<file path="src/rtl/pipe_track.sv">
// Pipeline record tracker: carries {instr, A3, Tnew, WD} through the E, M and W stages.
// Optional stall counter on bubble_cnt, enabled by defining PERF_CNT_EN.
module pipe_track (
    input  logic        clk,
    input  logic        reset,
    input  logic [31:0] D_instr,
    input  logic [4:0]  D_A3,
    input  logic [1:0]  D_Tnew,
    input  logic [31:0] D_WD,
    input  logic        stall,
    input  logic [31:0] E_aluout,
    input  logic [31:0] M_dmrd,
    output logic [31:0] E_instr,
    output logic [31:0] M_instr,
    output logic [31:0] W_instr,
    output logic [4:0]  E_A3,
    output logic [4:0]  M_A3,
    output logic [4:0]  W_A3,
    output logic [1:0]  E_Tnew,
    output logic [1:0]  M_Tnew,
    output logic [1:0]  W_Tnew,
    output logic [31:0] E_WD,
    output logic [31:0] M_WD,
    output logic [31:0] W_WD,
    output logic        W_we
`ifdef PERF_CNT_EN
    ,
    output logic [31:0] bubble_cnt
`endif
);

    localparam int unsigned INSTR_W = 32;
    localparam int unsigned A3_W    = 5;
    localparam int unsigned TNEW_W  = 2;
    localparam int unsigned WD_W    = 32;
    localparam int unsigned CNT_W   = 32;

    // Remaining-cycle countdown; saturates at zero instead of wrapping.
    function automatic logic [TNEW_W-1:0] dec_tnew(input logic [TNEW_W-1:0] t);
        return (t == TNEW_W'(0)) ? TNEW_W'(0) : TNEW_W'(t - TNEW_W'(1));
    endfunction

    logic [INSTR_W-1:0] e_instr_next;
    logic [A3_W-1:0]    e_a3_next;
    logic [TNEW_W-1:0]  e_tnew_next;
    logic [WD_W-1:0]    e_wd_next;

    logic [INSTR_W-1:0] m_instr_next;
    logic [A3_W-1:0]    m_a3_next;
    logic [TNEW_W-1:0]  m_tnew_next;
    logic [WD_W-1:0]    m_wd_next;

    logic [INSTR_W-1:0] w_instr_next;
    logic [A3_W-1:0]    w_a3_next;
    logic [TNEW_W-1:0]  w_tnew_next;
    logic [WD_W-1:0]    w_wd_next;

    // E load: bubble on stall; a record without a destination carries no result.
    always_comb begin
        e_instr_next = '0;
        e_a3_next    = '0;
        e_tnew_next  = '0;
        e_wd_next    = '0;
        if (!stall) begin
            e_instr_next = D_instr;
            e_a3_next    = D_A3;
            if (D_A3 != A3_W'(0)) begin
                e_tnew_next = D_Tnew;
                e_wd_next   = D_WD;
            end
        end
    end

    // M and W loads capture the stage result on the cycle it becomes available.
    always_comb begin
        m_instr_next = E_instr;
        m_a3_next    = E_A3;
        m_tnew_next  = dec_tnew(E_Tnew);
        m_wd_next    = (E_Tnew == TNEW_W'(1)) ? E_aluout : E_WD;

        w_instr_next = M_instr;
        w_a3_next    = M_A3;
        w_tnew_next  = dec_tnew(M_Tnew);
        w_wd_next    = (M_Tnew == TNEW_W'(1)) ? M_dmrd : M_WD;
    end

    always_ff @(posedge clk or posedge reset) begin
        if (reset) begin
            E_instr <= '0;
            E_A3    <= '0;
            E_Tnew  <= '0;
            E_WD    <= '0;
            M_instr <= '0;
            M_A3    <= '0;
            M_Tnew  <= '0;
            M_WD    <= '0;
            W_instr <= '0;
            W_A3    <= '0;
            W_Tnew  <= '0;
            W_WD    <= '0;
        end else begin
            E_instr <= e_instr_next;
            E_A3    <= e_a3_next;
            E_Tnew  <= e_tnew_next;
            E_WD    <= e_wd_next;
            M_instr <= m_instr_next;
            M_A3    <= m_a3_next;
            M_Tnew  <= m_tnew_next;
            M_WD    <= m_wd_next;
            W_instr <= w_instr_next;
            W_A3    <= w_a3_next;
            W_Tnew  <= w_tnew_next;
            W_WD    <= w_wd_next;
        end
    end

    assign W_we = (W_A3 != A3_W'(0));

`ifdef PERF_CNT_EN
    // Counts stall edges, holding at all-ones.
    always_ff @(posedge clk or posedge reset) begin
        if (reset) begin
            bubble_cnt <= '0;
        end else if (stall && (bubble_cnt != {CNT_W{1'b1}})) begin
            bubble_cnt <= bubble_cnt + CNT_W'(1);
        end
    end
`endif

endmodule

</file>
<file path="config.mk">
export PLATFORM = sky130hd
export DESIGN_NAME = pipe_track
export DESIGN_NICKNAME = d
export VERILOG_FILES = /design/src/rtl/pipe_track.sv
export SDC_FILE = /design/constraint.sdc
export NUM_CORES = 1
export LEC_CHECK = 0
export BUFFER_PORTS_ARGS = -buffer_cell sky130_fd_sc_hd__buf_2
export CORE_AREA = 3 3 145 147
export DETAILED_ROUTE_END_ITERATION = 10
export DIE_AREA = 0 0 148 150
export PLACE_DENSITY = 0.68
export SLEW_MARGIN = 20
export SYNTH_ARGS = -nofsm -noshare
export SYNTH_HDL_FRONTEND = slang
export SYNTH_SLANG_ARGS = --single-unit
</file>
<file path="constraint.sdc">
create_clock -name clk -period 14.25 [get_ports clk]
set_input_delay 3.5625 -clock clk [delete_from_list [all_inputs] [get_ports clk]]
set_output_delay 3.5625 -clock clk [all_outputs]
set_load 0.01 [all_outputs]
</file>
==> results of run 1 <==
sequential cells by signal (all words and copies together), names as in the netlist, 5 cells and up:
name / flops
M_WD: 32
M_A3: 5
E_instr: 32
M_instr: 32
W_A3: 5
W_instr: 32
E_A3: 5
E_WD: 32
W_WD: 32
layer usage:
layer / up-vias / share of wire (%)
met5: - / 0
met4: 0 / 1.7
met3: 18 / 8.9
met2: 207 / 51
met1: 2223 / 39
li1: 2081 / -
stage by stage:
stage / std cells / hold slack (ns) / util, % / cell area [sq um]
2_1_floorplan: 415 / 0.4160 / - / 6944
3_3_place_gp: 1018 / 0.3511 / 44.47 / 8912
3_5_place_dp: 1018 / 0.3549 / 44.48 / 8914
4_1_cts: 1057 / 0.3630 / 48.23 / 9664
5_1_grt: 1057 / 0.3664 / 48.23 / 9664
6_report: 1057 / 0.3529 / 48.23 / 9664
cell usage after synthesis, types with 2 or more instances:
| master | number |
|---|---|
| a21oi_1 | 32 |
| a21oi_2 | 2 |
| and2_1 | 2 |
| buf_6 | 11 |
| clkbuf_1 | 10 |
| dfrtp_1 | 213 |
| mux2_1 | 3 |
| mux2_2 | 52 |
| mux2_4 | 9 |
| nand2b_1 | 36 |
| nor2_1 | 2 |
| nor2b_1 | 38 |
cell families (layout without fill, tap and decap cells):
logic type | after synthesis | count (layout) | synth area share, %
AOI/OAI and AO/OA | 34 | 34 | 2.559
muxes | 64 | 64 | 10.86
buffers and inverters | 23 | 395 | 2.432
DFF | 213 | 213 | 76.76
and+or+nand+nor | 81 | 81 | 7.387
how the worst max path moves through the flow:
| stage | start | end | slack, ns | depth (start not counted) |
|---|---|---|---|---|
| 2_1_floorplan | reset | E_A3[0]$_DFF_PP0_ | 4.86 | 1 |
| 5_1_grt | reset | E_instr[7]$_DFF_PP0_ | 9.07 | 3 |
| 4_1_cts | W_A3[0]$_DFF_PP0_ | W_we | 9.33 | 3 |
| 3_5_place_dp | reset | W_instr[14]$_DFF_PP0_ | 8.81 | 3 |
| 6_report | W_A3[0]$_DFF_PP0_ | W_we | 9.35 | 3 |
| 3_3_place_gp | reset | W_instr[13]$_DFF_PP0_ | 8.84 | 3 |
where the power goes:
part,internal (mW),switching [mW]
sequential,0.643,0.0161
combinational,0.0623,0.0717
clock,0.353,0.230
cell usage in the layout, fill, tap and decap left out, types with 2 or more instances in the layout:
| cell type | count |
|---|---|
| clkbuf_16 | 23 |
| clkbuf_8 | 4 |
| inv_8 | 2 |
| and2_1 | 2 |
| clkinv_2 | 6 |
| buf_2 | 351 |
| buf_4 | 3 |
| nand2b_1 | 34 |
| a21oi_1 | 32 |
| nor2b_1 | 38 |
| mux2_1 | 3 |
| nor2_1 | 2 |
| mux2_2 | 52 |
| dfrtp_1 | 213 |
| a21oi_2 | 2 |
| bufinv_16 | 2 |
| mux2_4 | 9 |
| nand2b_2 | 2 |
| clkbuf_1 | 2 |
layout make-up:
class                   count  area [sq um]  share of cell area, %
multi-input cells         179          1450                  15.01
repair buffers            354          1779                  18.41
well taps                 270         337.8                  3.496
clock buffers              29         638.1                  6.603
flip-flops and latches    213          5330                  55.15
clock inverters            10         112.6                  1.165
inverters                   2         16.27                 0.1683
==> metrics.txt, run 1 <==
worst path cell trace=nor3_1, nand2_1, buf_2; GP Congestion=0.7481; fillcell total=1,842; Synth Register Bits=213; clk root buf=clkbuf_16; die area=22,200 sq um; net total in the final layout=911; post_cts resized=0; r2r endpoint=W_WD[22]$_DFF_PP0_; vias in the first global route=4,699; Die Y=150 um; number of enable flip-flop cells after synthesis=0; syn nets=553; global route total overflow=0; Critical Path Max Stage Delay=0.40 ns; type of the worst min-delay path=reg -> reg; worst endpoint required time=10.69 ns; via count=4,529; crit path DAT=1.34 ns; global-route wire length before repair=26,510 um; Setup Skew=0.01754 ns; Seq/Total Area, Yosys=76.76%; Initial Utilization=34.65%; diode count=0; Crit path max-delay family=flip-flops; crit start category=flip-flop; hpwl dp=12,410 um; IO buf count=351; Max-slew headroom=34.41%; worst skew pair latency=0.50 ns; Sink Count=213; Yosys top cell by area=dfrtp_1; post-place setup slack=8.814 ns; setup bufs post-CTS=0; critical path's slowest cell=dfrtp_1; Reg2Reg Setup Slack=12.50 ns; routing usage on met1=18.53%; initial antenna violation count=0; Worst Hold Path Cells=0; fmax=204.0 MHz; period utilization=34.40%; Hold Vio Cnt, Final=0; DR iter-0 viols=127; synth top area cells=dfrtp_1, mux2_2, nor2b_1; leakage=5.285 nW; final worst slack=9.348 ns; worst slew pin tran=0.9839 ns; H-Tree Depth=1; WL per Instance=16.59 um; status=finished, final reports clean; crit path time final=4.902 ns; met2 layer usage reported by global route=26.12%; max cap viols=0; GR Util met3=4.967%; std cell rows=52; Crit. End Element=output pin; ys flop type=dfrtp_1; die span in x=148 um; Peak VDD IR=101.9 uV; synth warn=0; Buf+Inv Stages, Crit Path=1; ratio of cells with drive above 1 in the final layout=58.32%; vias per cell=4.285; hold_buf cts=0; Setup-failing EPs final=0; synthesis-to-layout area growth=39.17%; Final Max Tran Viols=0; Total Wirelength=17,540 um; busiest grt layer=met2; Cell Area, Synth=6944 sq um; Synth cell types=17; 1st-pass router iterations=4; Crit Path Category=reg -> out; hold path startpoint=M_A3[2]$_DFF_PP0_; fraction of registers with async set/reset=100.0%; Core Box Area=20,040 sq um; Post-Synthesis Cells=415; Max Buffers Root-to-Sink=3; largest net degree at the start of global routing=135; drt drc=0; Yosys top cell area share=76.76%; Synth Area per Inst=16.73 sq um; CTS Buf Count=23; reg2reg start=M_Tnew[1]$_DFF_PP0_; CTS tree=yes; setup tns final=0 ns; R2R cell count=2; worst-path fanout max=2; hold path endpoint=W_A3[2]$_DFF_PP0_; ANT nets after route=0; GRT Util Overall=15.10%; Pwr per Cell Area=142.4 nW/um^2; RSZ-0062 raised after global routing=false; Worst-path clk slew=0.06 ns; Final Power=1.376 mW; I/O Pins=352
Power figures use the tool's default switching activity.
==> run 2, diff against run 1 <==
ABC_AREA = 1   (was unset)
CORE_AREA = 3 3 148 150   (was 3 3 145 147)
DIE_AREA = 0 0 151 153   (was 0 0 148 150)
PLACE_DENSITY = 0.69   (was 0.68)
clock period = 4.3 ns   (was 14.25 ns; I/O delays follow)
==> run 2 against run 1 <==
  * Power grew to 3.3 times the previous value
  * Clock-buffer cell count is 2 higher
  * Combinational power grew to 3.5 times the previous value
  * Area after synthesis is 4.1% higher
  * Via count is 24% higher
  * Clock skew is 0.0047 ns lower
  * Largest cell class unchanged
  * Cell area is 2.7% higher
  * Hold slack better by 0.011 ns
  * Critical endpoint is now E_Tnew[0]
  * Utilization is 0.54 points lower
  * Critical path depth is 1 lower
==> metrics.txt, run 2 <==
Synth Register Bits=213 (unchanged); die span in x=151 um (was 148 um); CTS Buf Count=23 (unchanged); Critical Path Max Stage Delay=0.37 ns (was 0.40 ns); Peak VDD IR=295.1 uV (was 101.9 uV); IO buf count=351 (unchanged); vias in the first global route=5,528 (was 4,699); Yosys top cell area share=73.70% (was 76.76%); GP Congestion=0.8773 (was 0.7481); post-place setup slack=1.759 ns (was 8.814 ns); commonest cells in the netlist=dfrtp_1, nand2_1, inv_1 (was dfrtp_1, mux2_2, nor2b_1); Total Wirelength=21,030 um (was 17,540 um); Worst-path clk slew=0.06 ns (about the same); clk root buf=clkbuf_16 (unchanged); Cell Area, Synth=7232 sq um (was 6944 sq um); status=finished, final reports clean (unchanged); worst-path fanout max=36 (was 2); leakage=6.146 nW (was 5.285 nW); worst skew pair latency=0.50 ns (about the same); ys flop type=dfrtp_1 (unchanged); Final Max Tran Viols=0 (unchanged); worst path cell trace=buf_4, buf_2 (was nor3_1, nand2_1, buf_2); number of enable flip-flop cells after synthesis=0 (unchanged); hold slack=0.3644 ns (was 0.3529 ns); Crit. End Element=output pin (unchanged); ratio of cells with drive above 1 in the final layout=38.91% (was 58.32%); crit path time final=2.515 ns; type of the worst min-delay path=reg -> reg (unchanged); most common cell after layout, fill and taps aside=buf_2 (unchanged); H-Tree Depth=1 (unchanged); std cell rows=53 (was 52); Die Y=153 um (was 150 um); final worst slack=1.785 ns (was 9.348 ns); largest net degree at the start of global routing=131 (was 135); final core occ=47.69% (was 48.23%); max cap viols=0 (unchanged); count leader, synth=dfrtp_1 (unchanged); Max Buffers Root-to-Sink=3 (unchanged); post_cts resized=0 (unchanged); RSZ-0062 raised after global routing=false (unchanged); crit start category=flip-flop (unchanged); Buf+Inv Stages, Crit Path=2 (was 1); Synth cell types=14 (was 17); setup bufs post-CTS=0 (unchanged); Setup-failing EPs final=0 (unchanged); synth top area cells=dfrtp_1, nand2_1, inv_1 (was dfrtp_1, mux2_2, nor2b_1); worst endpoint required time=3.22 ns (was 10.69 ns); Crit Path Category=reg -> out (unchanged); Seq/Total Area, Yosys=73.70% (was 76.76%); Setup Skew=0.01284 ns (was 0.01754 ns); Yosys top cell by area=dfrtp_1 (unchanged); fillcell total=1,947 (was 1,842); ANT nets after route=0 (unchanged); drt drc=0 (unchanged); Max-slew headroom=42.51% (was 34.41%); setup tns final=0 ns (unchanged); die area=23,100 sq um (was 22,200 sq um); Core Box Area=20,820 sq um (was 20,040 sq um); period utilization=58.48%; Final Power=4.584 mW (was 1.376 mW); Crit path max-delay family=buffers and inverters (was flip-flops); I/O Pins=352 (unchanged); initial antenna violation count=5 (was 0); Initial Utilization=34.73% (was 34.65%); hold_buf cts=0 (unchanged); Hold Vio Cnt, Final=0 (unchanged); hpwl dp=15,730 um (was 12,410 um); global route total overflow=0 (unchanged); 1st-pass router iterations=4 (unchanged); crit path DAT=1.44 ns (was 1.34 ns); commonest non-fill, non-tap cells in the layout=buf_2, dfrtp_1, nand2_1, inv_1, nor2_1 (was buf_2, dfrtp_1, mux2_2, nor2b_1, nand2b_1); DR iter-0 viols=302 (was 127); Synth Area per Inst=10.91 sq um (was 16.73 sq um); syn nets=801 (was 553); Post-Synthesis Cells=663 (was 415); synthesis-to-layout area growth=37.30% (was 39.17%); global-route wire length before repair=31,960 um (was 26,510 um); CTS tree=yes (unchanged); synth warn=0 (unchanged); GRT Util Overall=17.78% (was 15.10%); Pwr per Cell Area=461.7 nW/um^2 (was 142.4 nW/um^2); via count=5,605 (was 4,529); WL per Instance=16.11 um (was 16.59 um); fmax=397.7 MHz; critical path's slowest cell=buf_4 (was dfrtp_1); vias per cell=4.295 (was 4.285); net total in the final layout=1,151 (was 911); Sink Count=213 (unchanged); fraction of registers with async set/reset=100.0% (unchanged); worst slew pin tran=0.8623 ns (was 0.9839 ns)
-- run 2: cell types whose count changed after synthesis, sizes merged, moves of 2 or more --
cell    before  now
nand2b      36    0
clkbuf      10    0
nor2b       38    0
nor2         2   76
nand2        1  167
a21oi       34    0
mux2        64    0
and2         2    0
buf         11   31
nand3        0   65
inv          1  110
-- run 2: layout make-up --
cell class,instances,area [sq um],area share (%)
Clock inverter,9,98.84,0.9955
Tap cell,275,344.1,3.465
Multi-Input combinational cell,309,1270,12.79
Clock buffer,31,645.6,6.502
Timing Repair Buffer,356,1819,18.32
Antenna cell,2,5.005,0.05040
Sequential cell,213,5330,53.68
Inverter,110,416.7,4.196
-- run 2: stage by stage --
| step | instance area [sq um] | instances |
|---|---|---|
| 2_1_floorplan | 7236 | 663 |
| 3_5_place_dp | 9180 | 1263 |
| 5_1_grt | 9930 | 1305 |
| 4_1_cts | 9925 | 1303 |
| 6_report | 9930 | 1305 |
| 3_3_place_gp | 9180 | 1263 |
-- run 2: worst paths after layout --
| path | start | endpoint | slack [ns] | cells past startpoint |
|---|---|---|---|---|
| hold / removal | M_instr[8]$_DFF_PP0_ | W_instr[8]$_DFF_PP0_ | 0.36 | 0 |
| max in group asynchronous | reset | M_instr[0]$_DFF_PP0_ | 2.98 | 3 |
| min in group asynchronous | reset | E_instr[10]$_DFF_PP0_ | 0.71 | 3 |
| setup reg to reg | M_Tnew[1]$_DFF_PP0_ | W_WD[18]$_DFF_PP0_ | 2.47 | 4 |
| hold reg to reg | M_instr[8]$_DFF_PP0_ | W_instr[8]$_DFF_PP0_ | 0.36 | 0 |
| setup / recovery | E_Tnew[0]$_DFF_PP0_ | E_Tnew[0] | 1.79 | 2 |
-- run 2: report_power, final --
group / switching (mW) / internal, mW / total [mW]
registers: 0.0591 / 2.13 / 2.19
logic: 0.285 / 0.180 / 0.465
clock network: 0.761 / 1.17 / 1.93
-- run 2: cells by family after synthesis --
| group | Yosys count | share of synthesized area (%) |
|---|---|---|
| AND/OR/NAND/NOR | 309 | 17.56 |
| buffers and inverters | 141 | 8.737 |
| flip-flops | 213 | 73.70 |
-- run 2: routing by layer --
layer	track usage [%]	vias to the layer above	routed length [um]
met2	28.88	225	10420
li1	-	2641	-
met3	3.676	49	1536
met5	0	-	42
met1	23.91	2684	8431
met4	5.743	6	600
==> run 3, diff against run 2 <==
PLACE_DENSITY = 0.67   (was 0.69)
clock period = 2.5 ns   (was 4.3 ns; I/O delays follow)
==> run 3 against run 2 <==
  * Via count down 1.1%
  * Cell count increased by 0.46%
  * Sequential cell count unchanged
  * Global-route usage rose by 0.26 points
  * Largest cell class unchanged
==> metrics.txt, run 3 (same netlist as run 2, synthesis figures left out) <==
status=finished, final reports clean (unchanged); RSZ-0062 raised after global routing=false (unchanged); setup tns final=0 ns (unchanged); leakage=6.203 nW (was 6.146 nW); Worst-path clk slew=0.06 ns (about the same); vias per cell=4.230 (was 4.295); post_cts resized=0 (unchanged); hold_buf cts=0 (unchanged); Die Y=153 um (unchanged); via count=5,545 (was 5,605); ANT nets after route=0 (unchanged); worst-path fanout max=2 (was 36); worst slew pin tran=0.6041 ns (was 0.8623 ns); die area=23,100 sq um (unchanged); CTS tree=yes (unchanged); Hold Vio Cnt, Final=0 (unchanged); Final Power=8.172 mW (was 4.584 mW); Crit Path Category=reg -> out (unchanged); placed instance area=9228 sq um (was 9180 sq um); Sink Count=213 (unchanged); Max Buffers Root-to-Sink=3 (unchanged); worst skew pair latency=0.52 ns (was 0.50 ns); global-route wire length before repair=32,600 um (was 31,960 um); worst path cell trace=nor3_1, nand2_1, buf_2 (was buf_4, buf_2); ratio of cells with drive above 1 in the final layout=39.07% (was 38.91%); critical path's slowest cell=dfrtp_1 (was buf_4); I/O Pins=352 (unchanged); final worst slack=0.6000 ns (was 1.785 ns); Crit path max-delay family=flip-flops (was buffers and inverters); Max-slew headroom=59.59% (was 42.51%); GP Congestion=0.8451 (was 0.8773); R2R cell count=4 (unchanged); crit path time final=1.900 ns; initial antenna violation count=5 (unchanged); Critical Path Max Stage Delay=0.38 ns (was 0.37 ns); crit start category=flip-flop (unchanged); DR iter-0 viols=296 (was 302); die span in x=151 um (unchanged); Peak VDD IR=564.1 uV (was 295.1 uV); hpwl dp=15,710 um (was 15,730 um); type of the worst min-delay path=in -> async (was reg -> reg); max cap viols=0 (unchanged); vias in the first global route=5,703 (was 5,528); setup bufs post-CTS=0 (unchanged); WL per Instance=16.14 um (was 16.11 um); Final Cell Area=10,060 sq um (was 9930 sq um); cell count after placement=1,266 (was 1,263); Setup Skew=0.01010 ns (was 0.01284 ns); post-place setup slack=0.8565 ns (was 1.759 ns); commonest non-fill, non-tap cells in the layout=buf_2, dfrtp_1, nand2_1, inv_1, nor2_1 (unchanged); fmax=526.3 MHz; clk root buf=clkbuf_16 (unchanged); synthesis-to-layout area growth=39.05% (was 37.30%); Total Wirelength=21,150 um (was 21,030 um); H-Tree Depth=1 (unchanged); most common cell after layout, fill and taps aside=buf_2 (unchanged); drt drc=0 (unchanged); GRT Util Overall=18.04% (was 17.78%); CTS Buf Count=25 (was 23); std cell rows=53 (unchanged); WP depth=3 (was 2); Crit. End Element=output pin (unchanged); 1st-pass router iterations=4 (unchanged); largest net degree at the start of global routing=96 (was 131); Pwr per Cell Area=812.7 nW/um^2 (was 461.7 nW/um^2); Setup-failing EPs final=0 (unchanged); Final Max Tran Viols=0 (unchanged); global route total overflow=0 (unchanged); hold slack=0.05448 ns (was 0.3644 ns); Core Box Area=20,820 sq um (unchanged); Buf+Inv Stages, Crit Path=1 (was 2); IO buf count=351 (unchanged); Final Non-Filler Cells=1,311 (was 1,305); Initial Utilization=34.73% (unchanged); net total in the final layout=1,156 (was 1,151); worst endpoint required time=1.88 ns (was 3.22 ns); period utilization=76.00%; final core occ=48.29% (was 47.69%); crit path DAT=1.28 ns (was 1.44 ns)
## run 3: changes by cell type in the layout (fill, tap and decap cells not counted), sizes merged
cell	before	now
buf	356	359
clkinv	6	3
inv	110	111
clkbuf	31	36
## run 3: final timing paths
path	startpoint	end	slack, ns
min	reset	W_instr[11]$_DFF_PP0_	0.05
max	W_A3[3]$_DFF_PP0_	W_we	0.60
min reg2reg	E_A3[1]$_DFF_PP0_	M_A3[1]$_DFF_PP0_	0.37
max in group asynchronous	reset	E_instr[1]$_DFF_PP0_	1.67
max reg2reg	E_Tnew[0]$_DFF_PP0_	M_WD[18]$_DFF_PP0_	1.07
min in group clk	D_instr[25]	E_instr[25]$_DFF_PP0_	0.30
## run 3: layer usage
metal | GRT usage, % | vias to the layer above | part of all wire (%)
met5 | 0 | - | 0.18
met4 | 5.959 | 6 | 2.8
met3 | 3.973 | 49 | 7.8
met2 | 29.77 | 216 | 50
met1 | 23.62 | 2611 | 39
li1 | - | 2663 | -
## run 3: cell type report
cell class	count	area, sq um
fillers	1957	10770
flip-flops and latches	213	5330
repair buffers	359	1867
multi-input cells	309	1270
clock buffers	36	716.9
inverters	110	416.7
well taps	275	344.1
clock inverters	7	106.4
diodes	2	5.005
## run 3: report_power, final
part / switching [mW] / total, mW / internal (mW) / leakage [nW]
registers: 0.107 / 3.77 / 3.67 / 2.74
clock network: 1.40 / 3.60 / 2.20 / 0.407
logic: 0.485 / 0.801 / 0.316 / 3.06
